===== src/rtl/bounce_sprite_gen.sv =====
`timescale 1ns/1ps
`default_nettype none
// ============================================================================
//  Module   : bounce_sprite_gen
//  Brief    : Pixel colour source for the VGA timing driver. Draws a
//             rectangular sprite over a flat background and moves it once
//             per frame during vertical blanking, reflecting off the edges.
//  Revision : 1.0 - initial release
// ============================================================================
module bounce_sprite_gen #(
  parameter int          H_ACTIVE = 640,
  parameter int          V_ACTIVE = 480,
  parameter int          BOX_W    = 32,
  parameter int          BOX_H    = 32,
  parameter int          STEP     = 2,
  parameter int          INIT_X   = 304,
  parameter int          INIT_Y   = 224,
  parameter logic [7:0]  BG_COLOR = 8'h00
) (
  input  logic        clock,
  input  logic        reset,
  input  logic [9:0]  next_x,
  input  logic [9:0]  next_y,
  input  logic        run,
  input  logic        restart,
  input  logic [7:0]  sprite_color,
  output logic [7:0]  color_out,
  output logic        frame_tick,
  output logic [9:0]  box_x,
  output logic [9:0]  box_y,
  output logic [7:0]  bounce_count
);

  // Geometry constants, all in the 11-bit domain used for position maths
  localparam logic [10:0] c_h_active = 11'(H_ACTIVE);
  localparam logic [10:0] c_v_active = 11'(V_ACTIVE);
  localparam logic [10:0] c_box_w    = 11'(BOX_W);
  localparam logic [10:0] c_box_h    = 11'(BOX_H);
  localparam logic [10:0] c_x_max    = 11'(H_ACTIVE - BOX_W);
  localparam logic [10:0] c_y_max    = 11'(V_ACTIVE - BOX_H);
  localparam logic [10:0] c_step     = 11'(STEP);
  localparam logic [9:0]  c_step_10  = 10'(STEP);
  localparam logic [9:0]  c_init_x   = 10'(INIT_X);
  localparam logic [9:0]  c_init_y   = 10'(INIT_Y);
  localparam logic [9:0]  c_x_max_10 = 10'(H_ACTIVE - BOX_W);
  localparam logic [9:0]  c_y_max_10 = 10'(V_ACTIVE - BOX_H);

  // Motion FSM encoding
  localparam logic [1:0] S_WAIT_FRAME = 2'd0;
  localparam logic [1:0] S_UPDATE_X   = 2'd1;
  localparam logic [1:0] S_UPDATE_Y   = 2'd2;

  logic [1:0]  r_state;
  logic        r_cond_d;
  logic        r_dir_x;   // 1 = moving toward larger x
  logic        r_dir_y;   // 1 = moving toward larger y

  logic        w_frame_cond;
  logic [10:0] w_x_inc;
  logic [10:0] w_y_inc;
  logic [10:0] w_px;
  logic [10:0] w_py;
  logic [10:0] w_bx;
  logic [10:0] w_by;
  logic        w_in_active;
  logic        w_in_box;

  // First blanking line begins at (0, V_ACTIVE)
  assign w_frame_cond = (next_y == c_v_active[9:0]) && (next_x == 10'd0);

  assign w_x_inc = {1'b0, box_x} + c_step;
  assign w_y_inc = {1'b0, box_y} + c_step;

  assign w_px = {1'b0, next_x};
  assign w_py = {1'b0, next_y};
  assign w_bx = {1'b0, box_x};
  assign w_by = {1'b0, box_y};

  assign w_in_active = (w_px < c_h_active) && (w_py < c_v_active);
  assign w_in_box    = (w_px >= w_bx) && (w_px < w_bx + c_box_w) &&
                       (w_py >= w_by) && (w_py < w_by + c_box_h);

  // Rising-edge detect of the blanking coordinate gives a single-cycle tick
  always_ff @(posedge clock) begin
    if (reset) begin
      r_cond_d   <= 1'b0;
      frame_tick <= 1'b0;
    end else begin
      r_cond_d   <= w_frame_cond;
      frame_tick <= w_frame_cond & ~r_cond_d;
    end
  end

  // Registered pixel path: blanked outside the active area, sprite over background
  always_ff @(posedge clock) begin
    if (reset) begin
      color_out <= 8'h00;
    end else if (!w_in_active) begin
      color_out <= 8'h00;
    end else if (w_in_box) begin
      color_out <= sprite_color;
    end else begin
      color_out <= BG_COLOR;
    end
  end

  // Motion FSM: one x step then one y step per frame tick while running
  always_ff @(posedge clock) begin
    if (reset || restart) begin
      r_state      <= S_WAIT_FRAME;
      box_x        <= c_init_x;
      box_y        <= c_init_y;
      r_dir_x      <= 1'b1;
      r_dir_y      <= 1'b1;
      bounce_count <= 8'h00;
    end else begin
      case (r_state)
        S_WAIT_FRAME: begin
          if (frame_tick && run) begin
            r_state <= S_UPDATE_X;
          end
        end
        S_UPDATE_X: begin
          r_state <= S_UPDATE_Y;
          if (r_dir_x) begin
            if (w_x_inc > c_x_max) begin
              box_x        <= c_x_max_10;
              r_dir_x      <= 1'b0;
              bounce_count <= bounce_count + 8'd1;
            end else begin
              box_x <= w_x_inc[9:0];
            end
          end else begin
            if (box_x < c_step_10) begin
              box_x        <= 10'd0;
              r_dir_x      <= 1'b1;
              bounce_count <= bounce_count + 8'd1;
            end else begin
              box_x <= box_x - c_step_10;
            end
          end
        end
        S_UPDATE_Y: begin
          r_state <= S_WAIT_FRAME;
          if (r_dir_y) begin
            if (w_y_inc > c_y_max) begin
              box_y        <= c_y_max_10;
              r_dir_y      <= 1'b0;
              bounce_count <= bounce_count + 8'd1;
            end else begin
              box_y <= w_y_inc[9:0];
            end
          end else begin
            if (box_y < c_step_10) begin
              box_y        <= 10'd0;
              r_dir_y      <= 1'b1;
              bounce_count <= bounce_count + 8'd1;
            end else begin
              box_y <= box_y - c_step_10;
            end
          end
        end
        default: begin
          r_state <= S_WAIT_FRAME;
        end
      endcase
    end
  end

endmodule
`default_nettype wire

===== config.mk =====
export PLATFORM = sky130hd
export DESIGN_NAME = bounce_sprite_gen
export DESIGN_NICKNAME = d
export VERILOG_FILES = /design/src/rtl/bounce_sprite_gen.sv
export SDC_FILE = /design/constraint.sdc
export NUM_CORES = 1
export LEC_CHECK = 0
export BUFFER_PORTS_ARGS = -buffer_cell sky130_fd_sc_hd__buf_4
export CORE_MARGIN = 3
export CORE_UTILIZATION = 36
export CTS_BUF_LIST = sky130_fd_sc_hd__clkbuf_16
export CTS_CLUSTER_SIZE = 8
export DETAILED_ROUTE_END_ITERATION = 8
export PLACE_DENSITY = 0.7
export SLEW_MARGIN = 0
export SYNTH_ARGS = -nofsm -noshare
export SYNTH_HDL_FRONTEND = slang
export SYNTH_SLANG_ARGS = --single-unit

===== constraint.sdc =====
create_clock -name clock -period 2.5 [get_ports clock]
set_input_delay 0.375 -clock clock [delete_from_list [all_inputs] [get_ports clock]]
set_output_delay 0.375 -clock clock [all_outputs]
set_load 0.005 [all_outputs]

==> summary.txt, run 1 <==
Clock tree
  – Reg clk slew, reported paths: 60 ps
  – Worst skew pair latency: ~280 ps
  – CTS tree: built
  – Bufs on Longest Clock Path: 2
  – H-tree Lvls: 2
  – CTS buffer count: 5
  – Clk sinks: 40
  – Root Buffer: clkbuf_16

Route
  – Total number of vias: around 3,600
  – DR iter-0 viols: about 150
  – Vias per cell: 5.85
  – Routed WL: ~10,000 um
  – DRC Markers: 0
  – Routed length per placed instance: about 17 um
  – Post-DRT Antenna Nets: 0
  – Drt first pass iters: 5

Placed design
  – Routability congestion estimate: between 0.9 and 1
  – IO buf count: 66
  – Hpwl dp: around 7600 um
  – Cell area after placement: between 4000 and 5000 um^2

Critical path
  – CP endpoint kind: flip-flop
  – Worst Setup EP: box_x[9]$_SDFFE_PP0P_
  – CP Cell Sequence: buf_6 -> or4_4 -> buf_4 -> nor4_1 -> a31oi_2 -> a31o_2 -> a22oi_1 -> nor2_1
  – CP max-delay cell: or4_4
  – RR Startpoint: box_x[4]$_SDFFE_PP1P_
  – CP peak stage delay: 540 ps
  – CP required: 2660 ps
  – Cell depth of the worst setup path: 8
  – Crit Path Category: reg -> reg
  – Crit Path Max Fanout: 6
  – Flop-to-flop setup slack: 60 ps
  – Buf/Inv on CP: 2
  – Delay-heaviest family, CP: simple AND/OR/NAND/NOR gates
  – Crit path arrival time: around 2600 ps
  – Critical R2R Capture: box_x[9]$_SDFFE_PP0P_
  – CP startpoint: box_x[4]$_SDFFE_PP1P_
  – CP startpoint kind: flip-flop
  – Register-to-Register Path Depth: 8

Logic synthesis
  – Synthesized flop and latch total: 40
  – Post-synthesis compound-gate area fraction: between 20 and 30%
  – Sequential area share after synthesis: between 20% and 30%
  – Synthesized area per cell: 7.88 um^2
  – Proportion of synthesized area in mux cells: less than 1%
  – Post-synth top area share: 24.9%
  – Main combinational cell family by area after synthesis: compound AO/OA/AOI/OAI gates
  – Post-synthesis cell type count: 59
  – Synth area leader: dfxtp_1
  – Synth warn: 0
  – Async set-reset flop share out of synthesis: 0%
  – Post-synth EDFFs: 0
  – Syn Inst Count: ~410
  – Post-synth top flop: dfxtp_1
  – Post-synthesis adder-cell area fraction: 14.4%
  – Synth Area in XOR/XNOR: under 10%
  – Simple-gate share of the synthesized area: approximately 25%
  – Top cells by area, synth: dfxtp_1 25%, ha_1 14%, o21ai_0 4.5%, nor3_1 4.4%, nand3_1 4.2%
  – Mapped cell area: 3220 um^2

Floorplan
  – Starting Density: around two fifths
  – Core Area: approximately 8400 um^2
  – Die Y-Extent: approximately 100 um
  – I/O pins: 69
  – Die width: just over 100 um
  – Rows: 33
  – Full die area: slightly above 10,000 um^2

Cells and area
  – Fin area: ~4300 um^2
  – Syn-to-layout area delta: 34.4%
  – Layout Utilization: between 50 and 60%
  – Commonest non-fill, non-tap cell in the layout: buf_4
  – Layout cells sized above 1: roughly 30%
  – Fin nets: between 500 and 600
  – # fillers: 818
  – Commonest non-fill, non-tap cells in the layout: 106 x buf_4, 35 x ha_1, 34 x dfxtp_1, 29 x o21ai_0, 28 x nor3_1
  – Number of diodes: 0

Timing
  – Crit share post-route: between 90 and 100%
  – Highest Clock Rate: 0.411 GHz
  – Final setup fails: 0
  – Slew Viols, Final: 0
  – Final Skew: between 5 and 6 ps
  – Relative slew slack: approximately 53%
  – Final hold viol count: 0
  – Tightest Pin Transition: 708 ps
  – Final min period: roughly 2400 ps

Pwr
  – Peak supply drop: about 290 uV
  – Pwr dens: approximately 350 nW/um^2
  – Leak: between 1.5 and 2 nW

Status
  – Status: complete, no violations

GRT
  – First-pass GRT wire length: roughly 16,000 um
  – GR Overflow Total: 0
  – Pin count of the biggest net entering global routing: 24
  – Vias in the first global route: 3,293
  – Total track usage: a little under a fifth
  – Initial antenna violation count: 0

Flow run
  – Max-cap violations: 0

Min path
  – Worst Hold Path Cells: 3
  – Hold Path Class: in -> reg
synth_stat cells, drive strengths merged, types with 2 or more instances:
master / count
a22o: 4
nand2: 25
a21oi: 23
o31ai: 3
nand4: 9
nand2b: 4
o211ai: 6
dfxtp: 40
a221oi: 2
a21o: 5
clkbuf: 14
or3: 7
o32ai: 3
nor2b: 6
a31oi: 6
ha: 37
xnor2: 12
or2: 2
a22oi: 2
or4: 3
o21a: 8
nor3: 28
nor4: 7
a211oi: 8
a31o: 3
o21ai: 31
inv: 23
and3: 9
nand3: 27
buf: 10
o22ai: 5
nor2: 18
worst reg2reg max path, delay by kind of cell (launching register included):
kind | cells | cell delay (ps)
flops | 1 | 340
simple gates | 3 | 970
buf+inv | 2 | 290
compound gates | 3 | 700
metal layers:
layer,vias to the layer above,global-route usage [%],share of wire (%)
li1,1700,-,-
met1,1668,25.2,44
met2,158,30.8,47
met3,24,3.46,7.1
met4,0,6.84,1.8
met5,-,0,0
registers in the layout, indices dropped and copies added, names as in the netlist:
name,count
bounce_count,8
r_dir_y,1
color_out,8
box_x,9
r_cond_d,1
box_y,9
r_dir_x,1
r_state,2
frame_tick,1
area by class of cell:
cell class,instances,area [um^2],share of cell area [%]
Clock inverter,3,46.3,1.07
Multi-Input combinational cell,322,2290,53.1
Timing Repair Buffer,109,830,19.2
Tap cell,105,131,3.04
Inverter,23,86.3,2.00
Sequential cell,40,811,18.8
Clock buffer,5,125,2.89
power by group:
part,switching (W),internal (W),leakage (nW),total (W)
logic,0.0000708,0.0000654,1.39,0.000136
registers,0.000000188,0.000637,0.324,0.000637
clock network,0.000280,0.000475,0.0804,0.000755
total,0.000351,0.00118,1.80,0.00153
worst min-delay path by stage:
| stage | start | end | slack [ps] |
|---|---|---|---|
| detailed placement | r_cond_d$_SDFF_PP0_ | frame_tick$_SDFF_PP0_ | 390 |
| global placement | r_cond_d$_SDFF_PP0_ | frame_tick$_SDFF_PP0_ | 390 |
| finish | sprite_color[5] | color_out[5]$_SDFF_PP0_ | 340 |
| floorplan | r_cond_d$_SDFF_PP0_ | frame_tick$_SDFF_PP0_ | 370 |
| global route | sprite_color[3] | color_out[3]$_SDFF_PP0_ | 350 |
| CTS | sprite_color[5] | color_out[5]$_SDFF_PP0_ | 330 |
metrics by stage:
stage          hold slack, ps  cells  TNS, ps  setup WS, ps  total power (W)
6_report                  338    607        0          64.2          0.00153
5_1_grt                   348    607    -40.4         -34.2          0.00158
4_1_cts                   331    603        0          7.61          0.00153
3_5_place_dp              387    595        0          4.51         0.000779
3_3_place_gp              391    595        0          93.5         0.000773
2_1_floorplan             373    409        0          13.2         0.000712
logic make-up after synthesis:
kind of cell	after synthesis
flip-flops	40
buffers and inverters	47
AO/OA/AOI/OAI	120
XOR/XNOR	13
other	1
adder cells (fa/ha/maj)	37
AND/OR/NAND/NOR	149
multiplexers	1
what timing repair did:
item,in CTS,in global routing
hold buffers,0,0
pin swaps,0,11
resized for setup,1,23
buffers inserted,0,4
setup endpoints to repair,2,14
Power figures use the tool's default switching activity.
==> inputs of run 2 (changes only) <==
--- a/config.mk
+++ b/config.mk
@@ -5,13 +5,14 @@
 export SDC_FILE = /design/constraint.sdc
 export NUM_CORES = 1
 export LEC_CHECK = 0
+export ABC_AREA = 1
 export BUFFER_PORTS_ARGS = -buffer_cell sky130_fd_sc_hd__buf_4
 export CORE_MARGIN = 3
-export CORE_UTILIZATION = 36
+export CORE_UTILIZATION = 35
 export CTS_BUF_LIST = sky130_fd_sc_hd__clkbuf_16
 export CTS_CLUSTER_SIZE = 8
 export DETAILED_ROUTE_END_ITERATION = 8
-export PLACE_DENSITY = 0.7
+export PLACE_DENSITY = 0.68
 export SLEW_MARGIN = 0
 export SYNTH_ARGS = -nofsm -noshare
 export SYNTH_HDL_FRONTEND = slang
==> run 2 against run 1 <==
Sequential cell count did not move. Hold slack got worse by 38 ps. Via count fell by 4.8%. Register-to-register slack improved by 290 ps. Combinational power fell by 4%. Cell area fell by 6.7%. Total power fell by 1.5%. Largest cell class unchanged. Synthesized cell count rose by 18%. Core utilization fell by 6.0 points. Area after synthesis rose by 1.4%. Sequential power barely moved.
==> summary.txt, run 2 <==
Timing
  – Slew Viols, Final: 0 (unchanged)
  – Final setup fails: 0 (unchanged)
  – Highest Clock Rate: 0.465 GHz (+13%)
  – Crit share post-route: 86.0% (-11 points)
  – Post-route setup TNS: 0 ps (unchanged)
  – Final hold viol count: 0 (unchanged)
  – Final min period: 2150 ps (-287 ps)
  – Final Skew: 11.8 ps (+6.53 ps)
  – RSZ-0062 raised after global routing: false

Flow run
  – Max-cap violations: 0 (unchanged)

Pwr
  – Pwr dens: 373 nW/um^2 (+5.6%)
  – Peak supply drop: 281 uV (-3.2%)
  – Leak: 1.89 nW (+5.1%)

GRT
  – GR Overflow Total: 0 (unchanged)
  – First-pass GRT wire length: 14,900 um (-5.0%)
  – Total track usage: 17.5% (-1.5 points)
  – Initial antenna violation count: 0 (unchanged)
  – Pin count of the biggest net entering global routing: 18 (-25%)
  – Vias in the first global route: 3,114 (-5.4%)

Route
  – Drt first pass iters: 4 (-1)
  – DRC Markers: 0 (unchanged)
  – Routed length per placed instance: 13.9 um (-16%)
  – Vias per cell: 5.14 (-12%)
  – Post-DRT Antenna Nets: 0 (unchanged)
  – DR iter-0 viols: 181 (+18%)
  – Total number of vias: 3,381 (-4.8%)
  – Routed WL: 9140 um (-9.2%)

Clock tree
  – Reg clk slew, reported paths: 70 ps (about the same)
  – Bufs on Longest Clock Path: 2 (unchanged)
  – Post-CTS Hold Buffers: 0 (unchanged)
  – CTS buffer count: 5 (unchanged)
  – Root Buffer: clkbuf_16
  – Clk sinks: 40 (unchanged)
  – CTS tree: built
  – Worst skew pair latency: 280 ps (about the same)
  – H-tree Lvls: 2 (unchanged)

Logic synthesis
  – Sequential area share after synthesis: 24.5% (-0.35 points)
  – Synthesized area per cell: 6.75 um^2 (-14%)
  – Post-synth top area share: 24.5% (-0.35 points)
  – Synth warn: 0 (unchanged)
  – Synthesized flop and latch total: 40 (unchanged)
  – Syn Inst Count: 483 (+18%)
  – Most common cell in the synthesized netlist: nand2_1
  – Post-synth EDFFs: 0 (unchanged)
  – Main combinational cell family by area after synthesis: simple AND/OR/NAND/NOR gates
  – Async set-reset flop share out of synthesis: 0% (unchanged)
  – Proportion of synthesized area in mux cells: 0% (-0.31 points)
  – Simple-gate share of the synthesized area: 32.6% (+7.9 points)
  – Post-synth top flop: dfxtp_1
  – Synth Area in XOR/XNOR: 5.37% (+1.8 points)
  – Synth area leader: dfxtp_1
  – Top cells by area, synth: dfxtp_1 25%, ha_1 14%, nand2_1 12%, nor2_1 7.0%, a21oi_1 5.5%
  – Top cells by count, synth: 107 x nand2_1, 61 x nor2_1, 47 x inv_1
  – Post-synthesis cell type count: 43 (-27%)
  – Mapped cell area: 3260 um^2 (+1.4%)
  – Post-synthesis adder-cell area fraction: 14.2% (-0.20 points)
  – Post-synthesis compound-gate area fraction: 14.6% (-11 points)

Critical path
  – CP required: 2680 ps (+20 ps)
  – Buf/Inv on CP: 2 (unchanged)
  – Crit Path Max Fanout: 14 (+8)
  – Worst path most repeated cell: nand2_1
  – CP max-delay cell: dfxtp_1
  – CP endpoint kind: flip-flop
  – Crit Path Category: reg -> reg
  – CP startpoint kind: flip-flop
  – CP Cell Sequence: inv_2 -> ha_1 -> inv_1 -> nand2_1 -> nor2_1 -> nand2_1 -> nand3_1 -> nand2_1 -> nand2_2 -> nand3_2 -> nand2_2 -> nand2_4 -> nand2_1 -> nand2_1 -> nand2_1 -> nor2_1
  – Crit path arrival time: 2330 ps (-260 ps)
  – CP peak stage delay: 490 ps (-50 ps)
  – Delay-heaviest family, CP: simple AND/OR/NAND/NOR gates

Cells and area
  – Number of diodes: 0 (unchanged)
  – Multi-input combinational cell area: 2190 um^2 (-4.6%)
  – Register area: 806 um^2 (-0.62%)
  – Commonest non-fill, non-tap cell in the layout: nand2_1
  – Commonest non-fill, non-tap cells in the layout: 107 x nand2_1, 71 x buf_4, 61 x nor2_1, 47 x inv_1, 37 x ha_1
  – Fin nets: 618 (+8.4%)
  – Syn-to-layout area delta: 23.6%
  – # fillers: 895 (+9.4%)
  – Largest registers: box_x: 9 flops, box_y: 9 flops
  – Layout cells sized above 1: 19.6% (-10 points)
  – Layout Utilization: 45.4% (-6.0 points)

Placed design
  – Hpwl dp: 7260 um (-5.0%)
  – IO buf count: 66 (unchanged)
  – Routability congestion estimate: 0.913 (-6.3%)

Floorplan
  – Full die area: 10,500 um^2 (+4.1%)
  – Rows: 34 (+3.0%)
  – Die Y-Extent: 103 um (+2.0%)
  – Core Area: 8890 um^2 (+5.6%)
  – Starting Density: 36.7% (-1.5 points)
  – I/O pins: 69 (unchanged)
  – Die width: 103 um (+2.0%)

Status
  – Status: complete, no violations

Min path
  – Hold Path Class: in -> reg
run 2: timing repair:
item,CTS,global route
resized for setup,0,5
buffers inserted,0,0
setup endpoints to repair,0,8
run 2: path summary, 6_finish.rpt:
check	start	end	slack [ps]	cells past startpoint
worst max-delay path	box_x[1]$_SDFFE_PP0P_	bounce_count[2]$_SDFFE_PP0P_	350	16
worst min-delay path	sprite_color[7]	color_out[7]$_SDFF_PP0_	300	3
worst max register to register	box_x[1]$_SDFFE_PP0P_	bounce_count[2]$_SDFFE_PP0P_	350	16
worst min register to register	r_cond_d$_SDFF_PP0_	frame_tick$_SDFF_PP0_	410	1
run 2: tightest hold or removal path, cell delays in order:
cell and delay (ps):
buf_4 80, inv_1 30, nor2_1 70
run 2: cells by family after synthesis:
group / after synthesis
XOR/XNOR: 20
adder cells (fa/ha/maj): 37
other: 1
AO/OA/AOI/OAI: 80
buffers and inverters: 66
flip-flops: 40
AND/OR/NAND/NOR: 239
run 2: area by class of cell:
class	count	share of cell area, %
multi-input cells	378	54.3
flip-flops and latches	40	20.0
repair buffers	71	13.2
inverters	53	4.93
well taps	108	3.35
clock buffers	5	3.10
clock inverters	3	1.15
run 2: layer usage:
metal  wire length, um  track usage [%]  up-vias
met4               106             4.64        0
met1              4270             24.1     1549
met3               531             3.04        6
met5                 0                0        -
li1                  -                -     1741
met2              4230             28.4       85
run 2: metrics by stage:
| step | power, W | worst slack [ps] | instance area [um^2] | hold WS (ps) | cells |
|---|---|---|---|---|---|
| floorplan | 0.000716 | 533 | 3270 | 368 | 484 |
| global placement | 0.000780 | 225 | 3850 | 404 | 650 |
| detailed placement | 0.000781 | 165 | 3850 | 413 | 650 |
| CTS | 0.00153 | 134 | 4020 | 298 | 658 |
| global route | 0.00157 | 83.7 | 4030 | 314 | 658 |
| finish | 0.00150 | 351 | 4030 | 300 | 658 |
run 2: report_power, final:
part	total, W	internal, W	switching (W)
Sequential	0.000638	0.000638	0.000000166
Clock	0.000737	0.000474	0.000263
Combinational	0.000130	0.0000641	0.0000656
Total	0.00150	0.00118	0.000329
==> inputs of run 3 (changes only) <==
--- a/config.mk
+++ b/config.mk
@@ -6,13 +6,13 @@
 export NUM_CORES = 1
 export LEC_CHECK = 0
 export ABC_AREA = 1
-export BUFFER_PORTS_ARGS = -buffer_cell sky130_fd_sc_hd__buf_4
 export CORE_MARGIN = 3
 export CORE_UTILIZATION = 35
 export CTS_BUF_LIST = sky130_fd_sc_hd__clkbuf_16
 export CTS_CLUSTER_SIZE = 8
 export DETAILED_ROUTE_END_ITERATION = 8
-export PLACE_DENSITY = 0.68
+export DONT_BUFFER_PORTS = 1
+export PLACE_DENSITY = 0.62
 export SLEW_MARGIN = 0
 export SYNTH_ARGS = -nofsm -noshare
 export SYNTH_HDL_FRONTEND = slang
==> run 3 against run 2 <==
Wire length shrank 4.6%. Critical path depth decreased by 7. Sequential cell count did not move. Global-route usage shrank 0.74 points. Non-clock buffer count shrank 60. Core utilization is 5.5 points lower. Register-to-register slack worse by 80 ps. Sequential power about the same. Via count is 6.3% lower. Die area unchanged. Worst setup slack got worse by 79 ps. Critical endpoint is now color_out[3]$_SDFF_PP0_. Highest routed layer unchanged.
==> summary.txt, run 3 (synthesis results as in run 2) <==
GRT
  – GR Overflow Total: 0 (unchanged)
  – Pin count of the biggest net entering global routing: 18 (unchanged)
  – First-pass GRT wire length: 14,000 um (-5.9%)
  – Initial antenna violation count: 0 (unchanged)
  – Vias in the first global route: 2,865 (-8.0%)
  – Total track usage: 16.8% (-0.74 points)

Critical path
  – Crit path arrival time: 2440 ps (+110 ps)
  – Crit Path Category: reg -> reg
  – Register-to-Register Path Depth: 9 (-7)
  – CP required: 2710 ps (+30 ps)
  – CP endpoint kind: flip-flop
  – CP startpoint kind: flip-flop
  – Crit Path Max Fanout: 8 (-6)

Route
  – Total number of vias: 3,167 (-6.3%)
  – DR iter-0 viols: 141 (-22%)
  – DRC Markers: 0 (unchanged)
  – Routed length per placed instance: 14.6 um (+5.1%)
  – Post-DRT Antenna Nets: 0 (unchanged)
  – Routed WL: 8720 um (-4.6%)
  – Drt first pass iters: 4 (unchanged)
  – Vias per cell: 5.30 (+3.2%)

Cells and area
  – Number of diodes: 0 (unchanged)
  – Largest registers: box_x: 9 flops, box_y: 9 flops
  – Syn-to-layout area delta: 8.67%
  – Commonest non-fill, non-tap cells in the layout: 107 x nand2_1, 61 x nor2_1, 48 x inv_1, 40 x dfxtp_1, 37 x ha_1
  – Fin nets: 558 (-9.7%)
  – Multi-input combinational cell area: 2190 um^2 (+0.23%)
  – Commonest non-fill, non-tap cell in the layout: nand2_1
  – Layout cells sized above 1: 8.79% (-11 points)
  – Register area: 801 um^2 (-0.62%)
  – # fillers: 935 (+4.5%)

Floorplan
  – Rows: 34 (unchanged)
  – Core Area: 8890 um^2 (unchanged)
  – Full die area: 10,500 um^2 (unchanged)
  – Die Y-Extent: 103 um (unchanged)
  – Die width: 103 um (unchanged)
  – I/O pins: 69 (unchanged)
  – Starting Density: 36.7% (unchanged)

Pwr
  – Leak: 1.58 nW (-16%)
  – Peak supply drop: 319 uV (+14%)
  – Pwr dens: 376 nW/um^2 (+0.76%)
  – Power Total: 0.00133 W (-11%)

Clock tree
  – CTS buffer count: 5 (unchanged)
  – Bufs on Longest Clock Path: 2 (unchanged)
  – Worst skew pair latency: 290 ps (about the same)
  – Root Buffer: clkbuf_16
  – Clk sinks: 40 (unchanged)
  – Post-CTS Resized: 0 (unchanged)
  – Reg clk slew, reported paths: 60 ps (about the same)
  – Postcts setup bufs: 0 (unchanged)
  – CTS tree: built
  – Post-CTS Hold Buffers: 0 (unchanged)
  – H-tree Lvls: 2 (unchanged)

Timing
  – Final setup fails: 0 (unchanged)
  – Relative slew slack: between 60 and 70%
  – Tightest Pin Transition: between 500 and 600 ps
  – Final min period: 2230 ps (+79.3 ps)
  – Highest Clock Rate: 0.449 GHz (-3.6%)
  – RSZ-0062 raised after global routing: false
  – Crit share post-route: 89.1% (+3.2 points)
  – Final Skew: 8.89 ps (-2.94 ps)
  – Post-route setup TNS: 0 ps (unchanged)
  – Slew Viols, Final: 0 (unchanged)
  – Final hold viol count: 0 (unchanged)

Min path
  – Hold Path Class: in -> reg
  – Worst Hold Path Cells: 2 (-1)

Placed design
  – IO buf count: 0 (-100%)
  – Routability congestion estimate: 0.927 (+1.6%)
  – Hpwl dp: 6920 um (-4.7%)

Status
  – Status: complete, no violations

Flow run
  – Max-cap violations: 0 (unchanged)
run 3: changes by cell type in the layout (fill, tap and decap cells not counted), sizes merged:
cell / change
bufinv: -1
clkinvlp: -1
buf: -60
clkinv: +1
run 3: routing by layer:
layer | routed length (um) | up-vias | GRT usage, %
met2 | 4080 | 96 | 27.1
met3 | 555 | 10 | 3.86
met4 | 132 | 0 | 5.05
met1 | 3960 | 1439 | 22.3
li1 | - | 1622 | -
met5 | 0 | - | 0
run 3: power breakdown:
part	leakage (nW)	switching, W	internal (W)
Clock	0.0709	0.000254	0.000359
Sequential	0.322	0.000000312	0.000638
Combinational	1.19	0.0000479	0.0000335
run 3: cell type report:
cell class                      count  area share (%)
Multi-Input combinational cell    378            61.9
Inverter                           53            5.61
Sequential cell                    40            22.6
Clock inverter                      2           0.247
Timing Repair Buffer               11            2.33
Tap cell                          108            3.81
Clock buffer                        5            3.53
run 3: path summary, 6_finish.rpt:
check,startpoint,to,slack (ps)
hold / removal,sprite_color[1],color_out[1]$_SDFF_PP0_,190
setup / recovery,box_y[6]$_SDFFE_PP1P_,color_out[3]$_SDFF_PP0_,270
hold reg to reg,r_cond_d$_SDFF_PP0_,frame_tick$_SDFF_PP0_,400
setup reg to reg,box_y[6]$_SDFFE_PP1P_,color_out[3]$_SDFF_PP0_,270
run 3: metrics by stage:
| stage | cell area [um^2] | setup WS [ps] | hold WS, ps | utilization, % | cells |
|---|---|---|---|---|---|
| finish | 3540 | 271 | 192 | 39.9 | 597 |
| global route | 3540 | 67.0 | 190 | 39.9 | 597 |
| CTS | 3530 | 97.1 | 188 | 39.8 | 597 |
| detailed placement | 3400 | 110 | 385 | 38.2 | 590 |
| global placement | 3400 | 198 | 377 | 38.2 | 590 |
| floorplan | 3270 | 533 | 368 | - | 484 |
run 3: critical path, cell delays in order (launching register included):
cell and delay [ps]:
dfxtp_1 470, inv_1 160, ha_1 310, inv_1 40, ha_1 290, a21oi_1 130
o21ai_0 140, a211oi_2 280, nand3_2 210, nor2_1 120
